==> src/rtl/dbus_arbiter_if.sv <==
`default_nettype none
// ============================================================================
//  Module      : dbus_arbiter_if
//  Description : One data-bus link (command + read response) between a
//                master and a slave. Used for both arbiter-facing masters
//                and the shared slave port.
//  Revision    : 1.0 - initial release
// ============================================================================
interface dbus_arbiter_if;
    logic        cmd_valid;
    logic        cmd_ready;
    logic        cmd_wr;
    logic [31:0] cmd_address;
    logic [31:0] cmd_data;
    logic [1:0]  cmd_size;
    logic        rsp_ready;
    logic        rsp_error;
    logic [31:0] rsp_data;

    // Issuer of commands, receiver of responses
    modport master (
        output cmd_valid, cmd_wr, cmd_address, cmd_data, cmd_size,
        input  cmd_ready, rsp_ready, rsp_error, rsp_data
    );

    // Acceptor of commands, producer of responses
    modport slave (
        input  cmd_valid, cmd_wr, cmd_address, cmd_data, cmd_size,
        output cmd_ready, rsp_ready, rsp_error, rsp_data
    );
endinterface
`default_nettype wire

==> src/rtl/dbus_arbiter.sv <==
`default_nettype none
// ============================================================================
//  Module      : dbus_arbiter
//  Description : Two-master data-bus arbiter. Fixed priority to m0 with a
//                starvation counter guaranteeing m1 progress, grant lock while
//                a command is stalled, and per-cycle read response routing.
//  Revision    : 1.0 - initial release
// ============================================================================
module dbus_arbiter #(
    parameter int STARVE_LIMIT = 4,
    parameter int CNT_BITS     = 8
) (
    input  wire logic     clk,
    input  wire logic     reset,
    dbus_arbiter_if.slave  m0,
    dbus_arbiter_if.slave  m1,
    dbus_arbiter_if.master s,
    output logic          unexpected_rsp
);

    typedef enum logic [1:0] {
        ST_ARB   = 2'd0,
        ST_HOLD0 = 2'd1,
        ST_HOLD1 = 2'd2
    } state_t;

    localparam logic [CNT_BITS-1:0] c_starve_limit = CNT_BITS'(STARVE_LIMIT);
    localparam logic [CNT_BITS-1:0] c_cnt_max      = '1;

    state_t              r_state;
    logic [CNT_BITS-1:0] r_starve_cnt;
    logic                r_rd_pend;
    logic                r_rd_owner;
    logic                r_unexpected_rsp;

    logic w_m1_wins;
    logic w_gnt_valid;
    logic w_gnt_sel;
    logic w_active;
    logic w_xfer;
    logic w_m1_xfer;
    logic w_gnt_wr;
    logic w_rsp_live;

    assign w_m1_wins = m1.cmd_valid && (!m0.cmd_valid || (r_starve_cnt >= c_starve_limit));

    // Grant selection: free arbitration in ARB, locked to the stalled master in HOLDn
    always_comb begin
        w_gnt_valid = 1'b0;
        w_gnt_sel   = 1'b0;
        case (r_state)
            ST_HOLD0: begin
                w_gnt_valid = 1'b1;
                w_gnt_sel   = 1'b0;
            end
            ST_HOLD1: begin
                w_gnt_valid = 1'b1;
                w_gnt_sel   = 1'b1;
            end
            default: begin
                w_gnt_valid = m0.cmd_valid || m1.cmd_valid;
                w_gnt_sel   = w_m1_wins;
            end
        endcase
    end

    // Nothing is offered or accepted while reset is held
    assign w_active  = w_gnt_valid && !reset;
    assign w_xfer    = w_active && s.cmd_ready;
    assign w_m1_xfer = w_xfer && w_gnt_sel;
    assign w_gnt_wr  = w_gnt_sel ? m1.cmd_wr : m0.cmd_wr;

    assign s.cmd_valid   = w_active;
    assign s.cmd_wr      = w_gnt_wr;
    assign s.cmd_address = w_gnt_sel ? m1.cmd_address : m0.cmd_address;
    assign s.cmd_data    = w_gnt_sel ? m1.cmd_data    : m0.cmd_data;
    assign s.cmd_size    = w_gnt_sel ? m1.cmd_size    : m0.cmd_size;

    assign m0.cmd_ready  = w_active && !w_gnt_sel && s.cmd_ready;
    assign m1.cmd_ready  = w_active &&  w_gnt_sel && s.cmd_ready;

    // Response goes only to the master whose read was accepted last cycle
    assign w_rsp_live    = !reset && r_rd_pend && s.rsp_ready;
    assign m0.rsp_ready  = w_rsp_live && !r_rd_owner;
    assign m1.rsp_ready  = w_rsp_live &&  r_rd_owner;
    assign m0.rsp_data   = s.rsp_data;
    assign m1.rsp_data   = s.rsp_data;
    assign m0.rsp_error  = s.rsp_error;
    assign m1.rsp_error  = s.rsp_error;

    assign unexpected_rsp = r_unexpected_rsp;

    // Grant-lock FSM: a stalled command keeps the bus until the slave takes it
    always_ff @(posedge clk) begin
        if (reset) begin
            r_state <= ST_ARB;
        end else begin
            case (r_state)
                ST_ARB: begin
                    if (w_gnt_valid && !s.cmd_ready)
                        r_state <= w_gnt_sel ? ST_HOLD1 : ST_HOLD0;
                end
                ST_HOLD0, ST_HOLD1: begin
                    if (s.cmd_ready)
                        r_state <= ST_ARB;
                end
                default: r_state <= ST_ARB;
            endcase
        end
    end

    // Starvation counter: counts cycles m1 waits, saturating, cleared when m1 is served or idle
    always_ff @(posedge clk) begin
        if (reset) begin
            r_starve_cnt <= '0;
        end else if (m1.cmd_valid && !w_m1_xfer) begin
            if (r_starve_cnt != c_cnt_max)
                r_starve_cnt <= r_starve_cnt + 1'b1;
        end else begin
            r_starve_cnt <= '0;
        end
    end

    // Read tracking: remember owner of the read accepted this cycle; flag stray responses
    always_ff @(posedge clk) begin
        if (reset) begin
            r_rd_pend        <= 1'b0;
            r_rd_owner       <= 1'b0;
            r_unexpected_rsp <= 1'b0;
        end else begin
            r_rd_pend  <= w_xfer && !w_gnt_wr;
            r_rd_owner <= w_gnt_sel;
            if (s.rsp_ready && !r_rd_pend)
                r_unexpected_rsp <= 1'b1;
        end
    end

endmodule
`default_nettype wire

==> src/flat_wrapper.sv <==
// flat-port wrapper written by rule: the top's interface ports become plain ports
module dbus_arbiter_flat 
#(
    parameter int STARVE_LIMIT = 4,
    parameter int CNT_BITS     = 8
)
  (clk, reset, unexpected_rsp, m0_cmd_valid, m0_cmd_wr, m0_cmd_address, m0_cmd_data, m0_cmd_size, m0_cmd_ready, m0_rsp_ready, m0_rsp_error, m0_rsp_data, m1_cmd_valid, m1_cmd_wr, m1_cmd_address, m1_cmd_data, m1_cmd_size, m1_cmd_ready, m1_rsp_ready, m1_rsp_error, m1_rsp_data, s_cmd_valid, s_cmd_wr, s_cmd_address, s_cmd_data, s_cmd_size, s_cmd_ready, s_rsp_ready, s_rsp_error, s_rsp_data);
  dbus_arbiter_if m0_i ();
  dbus_arbiter_if m1_i ();
  dbus_arbiter_if s_i ();
  input  wire logic clk;
  input  wire logic reset;
  output logic unexpected_rsp;
  input wire logic [$bits(m0_i.cmd_valid)-1:0] m0_cmd_valid;
  input wire logic [$bits(m0_i.cmd_wr)-1:0] m0_cmd_wr;
  input wire logic [$bits(m0_i.cmd_address)-1:0] m0_cmd_address;
  input wire logic [$bits(m0_i.cmd_data)-1:0] m0_cmd_data;
  input wire logic [$bits(m0_i.cmd_size)-1:0] m0_cmd_size;
  output wire logic [$bits(m0_i.cmd_ready)-1:0] m0_cmd_ready;
  output wire logic [$bits(m0_i.rsp_ready)-1:0] m0_rsp_ready;
  output wire logic [$bits(m0_i.rsp_error)-1:0] m0_rsp_error;
  output wire logic [$bits(m0_i.rsp_data)-1:0] m0_rsp_data;
  input wire logic [$bits(m1_i.cmd_valid)-1:0] m1_cmd_valid;
  input wire logic [$bits(m1_i.cmd_wr)-1:0] m1_cmd_wr;
  input wire logic [$bits(m1_i.cmd_address)-1:0] m1_cmd_address;
  input wire logic [$bits(m1_i.cmd_data)-1:0] m1_cmd_data;
  input wire logic [$bits(m1_i.cmd_size)-1:0] m1_cmd_size;
  output wire logic [$bits(m1_i.cmd_ready)-1:0] m1_cmd_ready;
  output wire logic [$bits(m1_i.rsp_ready)-1:0] m1_rsp_ready;
  output wire logic [$bits(m1_i.rsp_error)-1:0] m1_rsp_error;
  output wire logic [$bits(m1_i.rsp_data)-1:0] m1_rsp_data;
  output wire logic [$bits(s_i.cmd_valid)-1:0] s_cmd_valid;
  output wire logic [$bits(s_i.cmd_wr)-1:0] s_cmd_wr;
  output wire logic [$bits(s_i.cmd_address)-1:0] s_cmd_address;
  output wire logic [$bits(s_i.cmd_data)-1:0] s_cmd_data;
  output wire logic [$bits(s_i.cmd_size)-1:0] s_cmd_size;
  input wire logic [$bits(s_i.cmd_ready)-1:0] s_cmd_ready;
  input wire logic [$bits(s_i.rsp_ready)-1:0] s_rsp_ready;
  input wire logic [$bits(s_i.rsp_error)-1:0] s_rsp_error;
  input wire logic [$bits(s_i.rsp_data)-1:0] s_rsp_data;
  assign m0_i.cmd_valid = m0_cmd_valid;
  assign m0_i.cmd_wr = m0_cmd_wr;
  assign m0_i.cmd_address = m0_cmd_address;
  assign m0_i.cmd_data = m0_cmd_data;
  assign m0_i.cmd_size = m0_cmd_size;
  assign m0_cmd_ready = m0_i.cmd_ready;
  assign m0_rsp_ready = m0_i.rsp_ready;
  assign m0_rsp_error = m0_i.rsp_error;
  assign m0_rsp_data = m0_i.rsp_data;
  assign m1_i.cmd_valid = m1_cmd_valid;
  assign m1_i.cmd_wr = m1_cmd_wr;
  assign m1_i.cmd_address = m1_cmd_address;
  assign m1_i.cmd_data = m1_cmd_data;
  assign m1_i.cmd_size = m1_cmd_size;
  assign m1_cmd_ready = m1_i.cmd_ready;
  assign m1_rsp_ready = m1_i.rsp_ready;
  assign m1_rsp_error = m1_i.rsp_error;
  assign m1_rsp_data = m1_i.rsp_data;
  assign s_cmd_valid = s_i.cmd_valid;
  assign s_cmd_wr = s_i.cmd_wr;
  assign s_cmd_address = s_i.cmd_address;
  assign s_cmd_data = s_i.cmd_data;
  assign s_cmd_size = s_i.cmd_size;
  assign s_i.cmd_ready = s_cmd_ready;
  assign s_i.rsp_ready = s_rsp_ready;
  assign s_i.rsp_error = s_rsp_error;
  assign s_i.rsp_data = s_rsp_data;
  dbus_arbiter #(.STARVE_LIMIT(STARVE_LIMIT), .CNT_BITS(CNT_BITS)) u_core (.clk(clk), .reset(reset), .m0(m0_i), .m1(m1_i), .s(s_i), .unexpected_rsp(unexpected_rsp));
endmodule
==> config.mk <==
export PLATFORM = sky130hd
export DESIGN_NAME = dbus_arbiter_flat
export DESIGN_NICKNAME = d
export VERILOG_FILES = /design/src/rtl/dbus_arbiter_if.sv /design/src/rtl/dbus_arbiter.sv /design/src/flat_wrapper.sv
export SDC_FILE = /design/constraint.sdc
export NUM_CORES = 1
export LEC_CHECK = 0
export ABC_AREA = 0
export BUFFER_PORTS_ARGS = -buffer_cell sky130_fd_sc_hd__buf_4
export CORE_AREA = 2 2 121 123
export DETAILED_ROUTE_END_ITERATION = 10
export DIE_AREA = 0 0 123 125
export GPL_ROUTABILITY_DRIVEN = 0
export HOLD_SLACK_MARGIN = 0.06
export SYNTH_ARGS = -nofsm -noshare
export SYNTH_HDL_FRONTEND = slang
export SYNTH_SLANG_ARGS = --single-unit
export TNS_END_PERCENT = 30
==> constraint.sdc <==
create_clock -name clk -period 2.1 [get_ports clk]
set_clock_uncertainty 0.1 [all_clocks]
set_input_delay 0.315 -clock clk [delete_from_list [all_inputs] [get_ports clk]]
set_output_delay 0.315 -clock clk [all_outputs]
set_load 0.05 [all_outputs]
# Word-level counts from Yosys, hierarchy flattened
# Index checks and enable logic that the tools add are counted.
[op_classes] mux=10 magnitude_cmp=1 bitwise_logic=1 n_eq_ne=5 n_reduce_logical=30 n_addsub=1
[op_table] cell="$mux W32" count=2
[op_table] cell="$logic_and A1 B1 Y1" count=16
[op_table] cell="$add A8 B1 Y8 const B" count=1
[op_table] cell="$ge A8 B3 Y1 const B" count=1
[op_table] cell="$logic_not A1 Y1" count=8
[op_table] cell="$mux W2" count=4
[op_table] cell="$ne A8 B8 Y1 const B" count=1
[op_table] cell="$ne A2 B1 Y1 const B" count=2
[op_table] cell="$pmux W2 S2" count=1
[op_table] cell="$reduce_or A2 Y1" count=2
[op_table] cell="$eq A2 B1 Y1 const B" count=1
[op_table] cell="$eq A2 B2 Y1 const B" count=1
[op_table] cell="$logic_not A2 Y1" count=1
[op_table] cell="$logic_or A1 B1 Y1" count=2
[op_table] cell="$mux W1" count=2
[op_table] cell="$pmux W1 S2" count=1
[op_table] cell="$reduce_and A2 Y1" count=1
[op_table] cell="$not A1 Y1" count=1
[word_totals] reg_bits=13 input_bits=173 output_inout_bits=139

# Longest topological paths before layout
[logic_depth] depth_word=10 depth_mapped=8

# Worst setup path before layout
# No wires, ideal clock.
[synth_timing] kind="register to output" from="reg u_core.r_state[0]" to="out m1_cmd_ready" required_ns=1.685 path_slack_ns=-0.273 n_path_buf=2 arrival_time_ns=1.958 stages_incl_launch_ff=8 path_cell_list="dfxtp_1 inv_1 ha_1 mux2i_1 a21o_1 buf_6 clkbuf_8 nor2_1"
[synth_between] elab_chain_len=6 elab_cells_between_ends=8 cone_classes="eq/ne (2); mux (2); reduce/logical (4)"
[synth_lines] element="start: declaration" line="dbus_arbiter.sv:30" source="state_t r_state;"
[synth_lines] element="start signal: assignment" line="dbus_arbiter.sv:101" source="r_state <= w_gnt_sel ? ST_HOLD1 : ST_HOLD0;"
[synth_lines] element="$eq A2 B1 Y1 or $eq A2 B2 Y1 (tied branches)" line="dbus_arbiter.sv:51" source="case (r_state)"
[synth_lines] element="$reduce_or A2 Y1 (no line)"
[synth_lines] element="$mux W1" line="dbus_arbiter.sv:51"
[synth_lines] element="$logic_and A1 B1 Y1" line="dbus_arbiter.sv:68" source="assign w_active = w_gnt_valid && !reset;"
[synth_lines] element="$logic_and A1 B1 Y1 (*) (2 in series)" line="dbus_arbiter.sv:80" source="assign m1.cmd_ready = w_active && w_gnt_sel && s.cmd_ready;"
[synth_lines] element="end: declaration" line="flat_wrapper.sv:28" source="output wire logic [$bits(m1_i.cmd_ready)-1:0] m1_cmd_ready;"
# Mark *: on every way between the ends. The rest lies on a longest branch, timed or not.

# Worst setup path in the final report
[layout_timing] from="reg u_core.r_state[0]" to="out s_cmd_data[15]"
[layout_between] elab_chain_len=3 elab_cells_between_ends=4 cone_classes="eq/ne (2); mux (2)"
[layout_lines] element="$eq A2 B2 Y1 or $eq A2 B1 Y1 (tied branches)" line="dbus_arbiter.sv:51"
[layout_lines] element="$pmux W1 S2 (*)" line="dbus_arbiter.sv:51"
[layout_lines] element="$mux W32 (*)" line="dbus_arbiter.sv:76" source="assign s.cmd_data = w_gnt_sel ? m1.cmd_data : m0.cmd_data;"
[layout_lines] element="end: declaration" line="flat_wrapper.sv:35" source="output wire logic [$bits(s_i.cmd_data)-1:0] s_cmd_data;"
# Marked as above.

==> impl_metrics.csv <==
group,metric,value,unit
power,powerDensity,1140,mW/mm^2
clocking,cts_root_buffer,"clkbuf_16",
power,intPower,2.25,mW
power,p_seq_share,6.5,%
setup_path,crit_type,"reg -> out",
clocking,holdBufCountCts,0,
sta,setup_viol,68,
power,swShare,50.5,%
sta,fmax,0.403,GHz
logic_synthesis,synth-warning-count,0,
hold_path,hp-class,"in -> reg",
clocking,cts_tree,"built",
layout,nNetsFinal,557,
logic_synthesis,synth_cells,225,
global_routing,overflow,0,
logic_synthesis,synth.area.mux_share,37.3,%
setup_path,crit_fanout,28,
setup_path,cp_data_required_time,1680,ps
setup_path,slowest_stage,"dfxtp_2",
global_routing,grt_usage,9.54,%
logic_synthesis,async_flop_share,0,%
clocking,h-tree-depth,1,
logic_synthesis,synthAdderAreaFrac,2.41,%
setup_path,max_stage_delay,330,ps
logic_synthesis,netlist_area,0.00207,sq mm
clocking,clockBufferDepth,2,
logic_synthesis,ys_types,35,
die,dieArea,0.0154,sq mm
logic_synthesis,synth_compound_area_share,4.76,%
sta,timing.hold.ws,207,ps
logic_synthesis,synth_top_family_by_area,"multiplexers",
power,pwr-share-comb,85.6,%
power,power.switching,2.29,mW
logic_synthesis,synth-simple-area-share,11.3,%
die,coreArea,0.0142,sq mm
layout,drive_gt1_share,83.1,%
logic_synthesis,postSynthNetCount,402,
power,ir_worst_vdd,0.000453,V
layout,fillers,1499,
clocking,cts_buffers,3,
setup_path,critPathArrivalTime,2070,ps
drt,drc,0,
logic_synthesis,synth-edff-count,0,
die,io_pins,312,
drt,dr_total_vias,2155,
global_routing,grt_pass1_wl,11500,um
sta,drv_slew,0,
setup_path,crit_path_cell_trace,"inv_2 -> ha_4 -> mux2i_2 -> a21o_4 -> buf_12 -> mux2_4 -> buf_6",
die,start_util,14.6,%
layout,multi_input_area,0.00147,sq mm
placed_design,io_buffers,212,
logic_synthesis,synth_top_flop_cell,"dfxtp_1",
placed_design,dp_hpwl,7050,um
status,status,"finished, violations left",
sta,tightest_slew,360,ps
clocking,clkSlewWorstSetupHoldPaths,40,ps
drt,wirelength,8130,um
sta,period_share,118,%
sta,max_slew_margin,75.9,%
drt,drt_iter0_markers,39,
logic_synthesis,synth_xor_area_share,0.844,%
die,chipHeight,125,um
job,cap_violations,0,
logic_synthesis,synth.avg_cell_area,9.22,sq um
logic_synthesis,ys_seq_area_share,12.5,%
global_routing,antenna_found_initial,0,
sta,layout_min_cycle_time,2480,ps
power,p_leak,2.07,nW
layout,final_common_cell,"buf_4",
global_routing,grt_pass1_vias,2238,
drt,antenna_left,0,
power,power.share.clock,7.9,%
placed_design,place_ws,-205,ps
clocking,clk_latency,240,ps
sta,finalHoldViolations,0,
global_routing,grt_start_max_net_pins,29,
layout,area_growth,91.0,%
status,violations,"setup timing",
sta,fin_ws,-383,ps
die,fp-row-count,44,
setup_path,start_kind,"flip-flop",
drt,firstDrtPassIters,3,
clocking,cts_sinks,13,
die,die_w,123,um
layout,n_antenna_cell,0,
setup_path,endpoint_kind,"output port",
layout,final_cell_mix,"buf_4 (175), mux2_4 (66), buf_6 (48), nor2_1 (14), dfxtp_1 (11)",
sta,rsz0062_at_grt,"yes",
layout,final-seq-area,263,sq um
logic_synthesis,ys_ff_latch,13,
drt,wl_per_cell,14.4,um
drt,via_per_inst,3.83,
-- power by group through the flow --
stage / Combinational, mW / Sequential [mW] / Clock [mW]
2_1_floorplan: 3.31 / 0.301 / 0
4_1_cts: 3.90 / 0.294 / 0.368
5_1_grt: 4.03 / 0.298 / 0.381
3_3_place_gp: 3.65 / 0.297 / 0
6_report: 3.88 / 0.294 / 0.360
3_5_place_dp: 3.68 / 0.299 / 0
-- sequential cells by signal, indices dropped and copies added, names as in the netlist --
register and cells:
u_core.r_starve_cnt 8, u_core.r_state 2, u_core.r_rd_owner 1, u_core.r_rd_pend 1
u_core.unexpected_rsp 1
-- synth_stat cells (2+ instances only) --
cell      instances  area [sq um]
nand4_1           2          12.5
buf_4            66           495
dfxtp_1          13           260
nor3_2            3          30.0
nor3_1            3          15.0
mux2i_1           2          20.0
nand3_1           5          25.0
clkbuf_8          6          82.6
nor2_1           16          60.1
and3_2            2          15.0
a21oi_1           5          25.0
mux2_2           67           754
inv_1             7          26.3
nand2_1           4          15.0
ha_1              4          50.1
-- kinds of logic (layout without fill, tap and decap cells) --
kind of cell / count (synthesis) / in the layout
AOI/OAI and AO/OA: 13 / 13
xor gates and xnor gates: 2 / 2
adders and majority gates: 4 / 4
buffers and inverters: 82 / 236
DFF: 13 / 13
muxes: 69 / 69
and+or+nand+nor: 42 / 42
-- final timing paths --
check / end / from / depth (start not counted) / slack, ps
setup / recovery: s_cmd_data[15] / u_core.r_state[0]$_SDFFE_PP0P_ / 7 / -380
hold / removal: u_core.r_state[0]$_SDFFE_PP0P_ / reset / 2 / 210
setup reg to reg: u_core.r_rd_pend$_SDFF_PP0_ / u_core.r_state[0]$_SDFFE_PP0P_ / 8 / 110
hold reg to reg: u_core.r_state[0]$_SDFFE_PP0P_ / u_core.r_state[0]$_SDFFE_PP0P_ / 2 / 360
-- per-layer routing --
metal,track usage [%],vias up,routed length (um)
met5,0,-,0
met4,2.14,0,58
met3,4.20,4,1110
met2,16.6,159,3940
met1,10.6,974,3020
li1,-,1018,-
-- what timing repair did --
item | CTS | global route
endpoints found under the setup margin | 69 | 70
pin swaps | 1 | 0
buffers inserted | 0 | 0
gates resized for setup | 48 | 2
-- cell type report --
type                            count  area share, %
Clock buffer                        4           1.99
Inverter                            7          0.663
Multi-Input combinational cell    130           37.1
Sequential cell                    13           6.63
Tap cell                          184           5.81
Timing Repair Buffer              225           47.8
-- worst max-delay path, delay by kind of cell (launching register included) --
family / cells / cell delay [ps]
AO/OA/AOI/OAI: 1 / 180
multiplexers: 2 / 570
flip-flops: 1 / 330
adder cells (fa/ha/maj): 1 / 300
buffers and inverters: 3 / 440
-- per-stage QoR --
step	setup TNS [ps]	cell area, sq um	power, mW	instances	utilization, %
6_report	-24470	3960	4.53	563	27.9
2_1_floorplan	-1420	2420	3.61	225	-
5_1_grt	-32820	3960	4.71	563	27.9
4_1_cts	-26310	3960	4.56	563	27.8
3_5_place_dp	-11930	3700	3.98	559	26.0
3_3_place_gp	-9820	3700	3.94	559	26.0
Power figures use the tool's default switching activity.
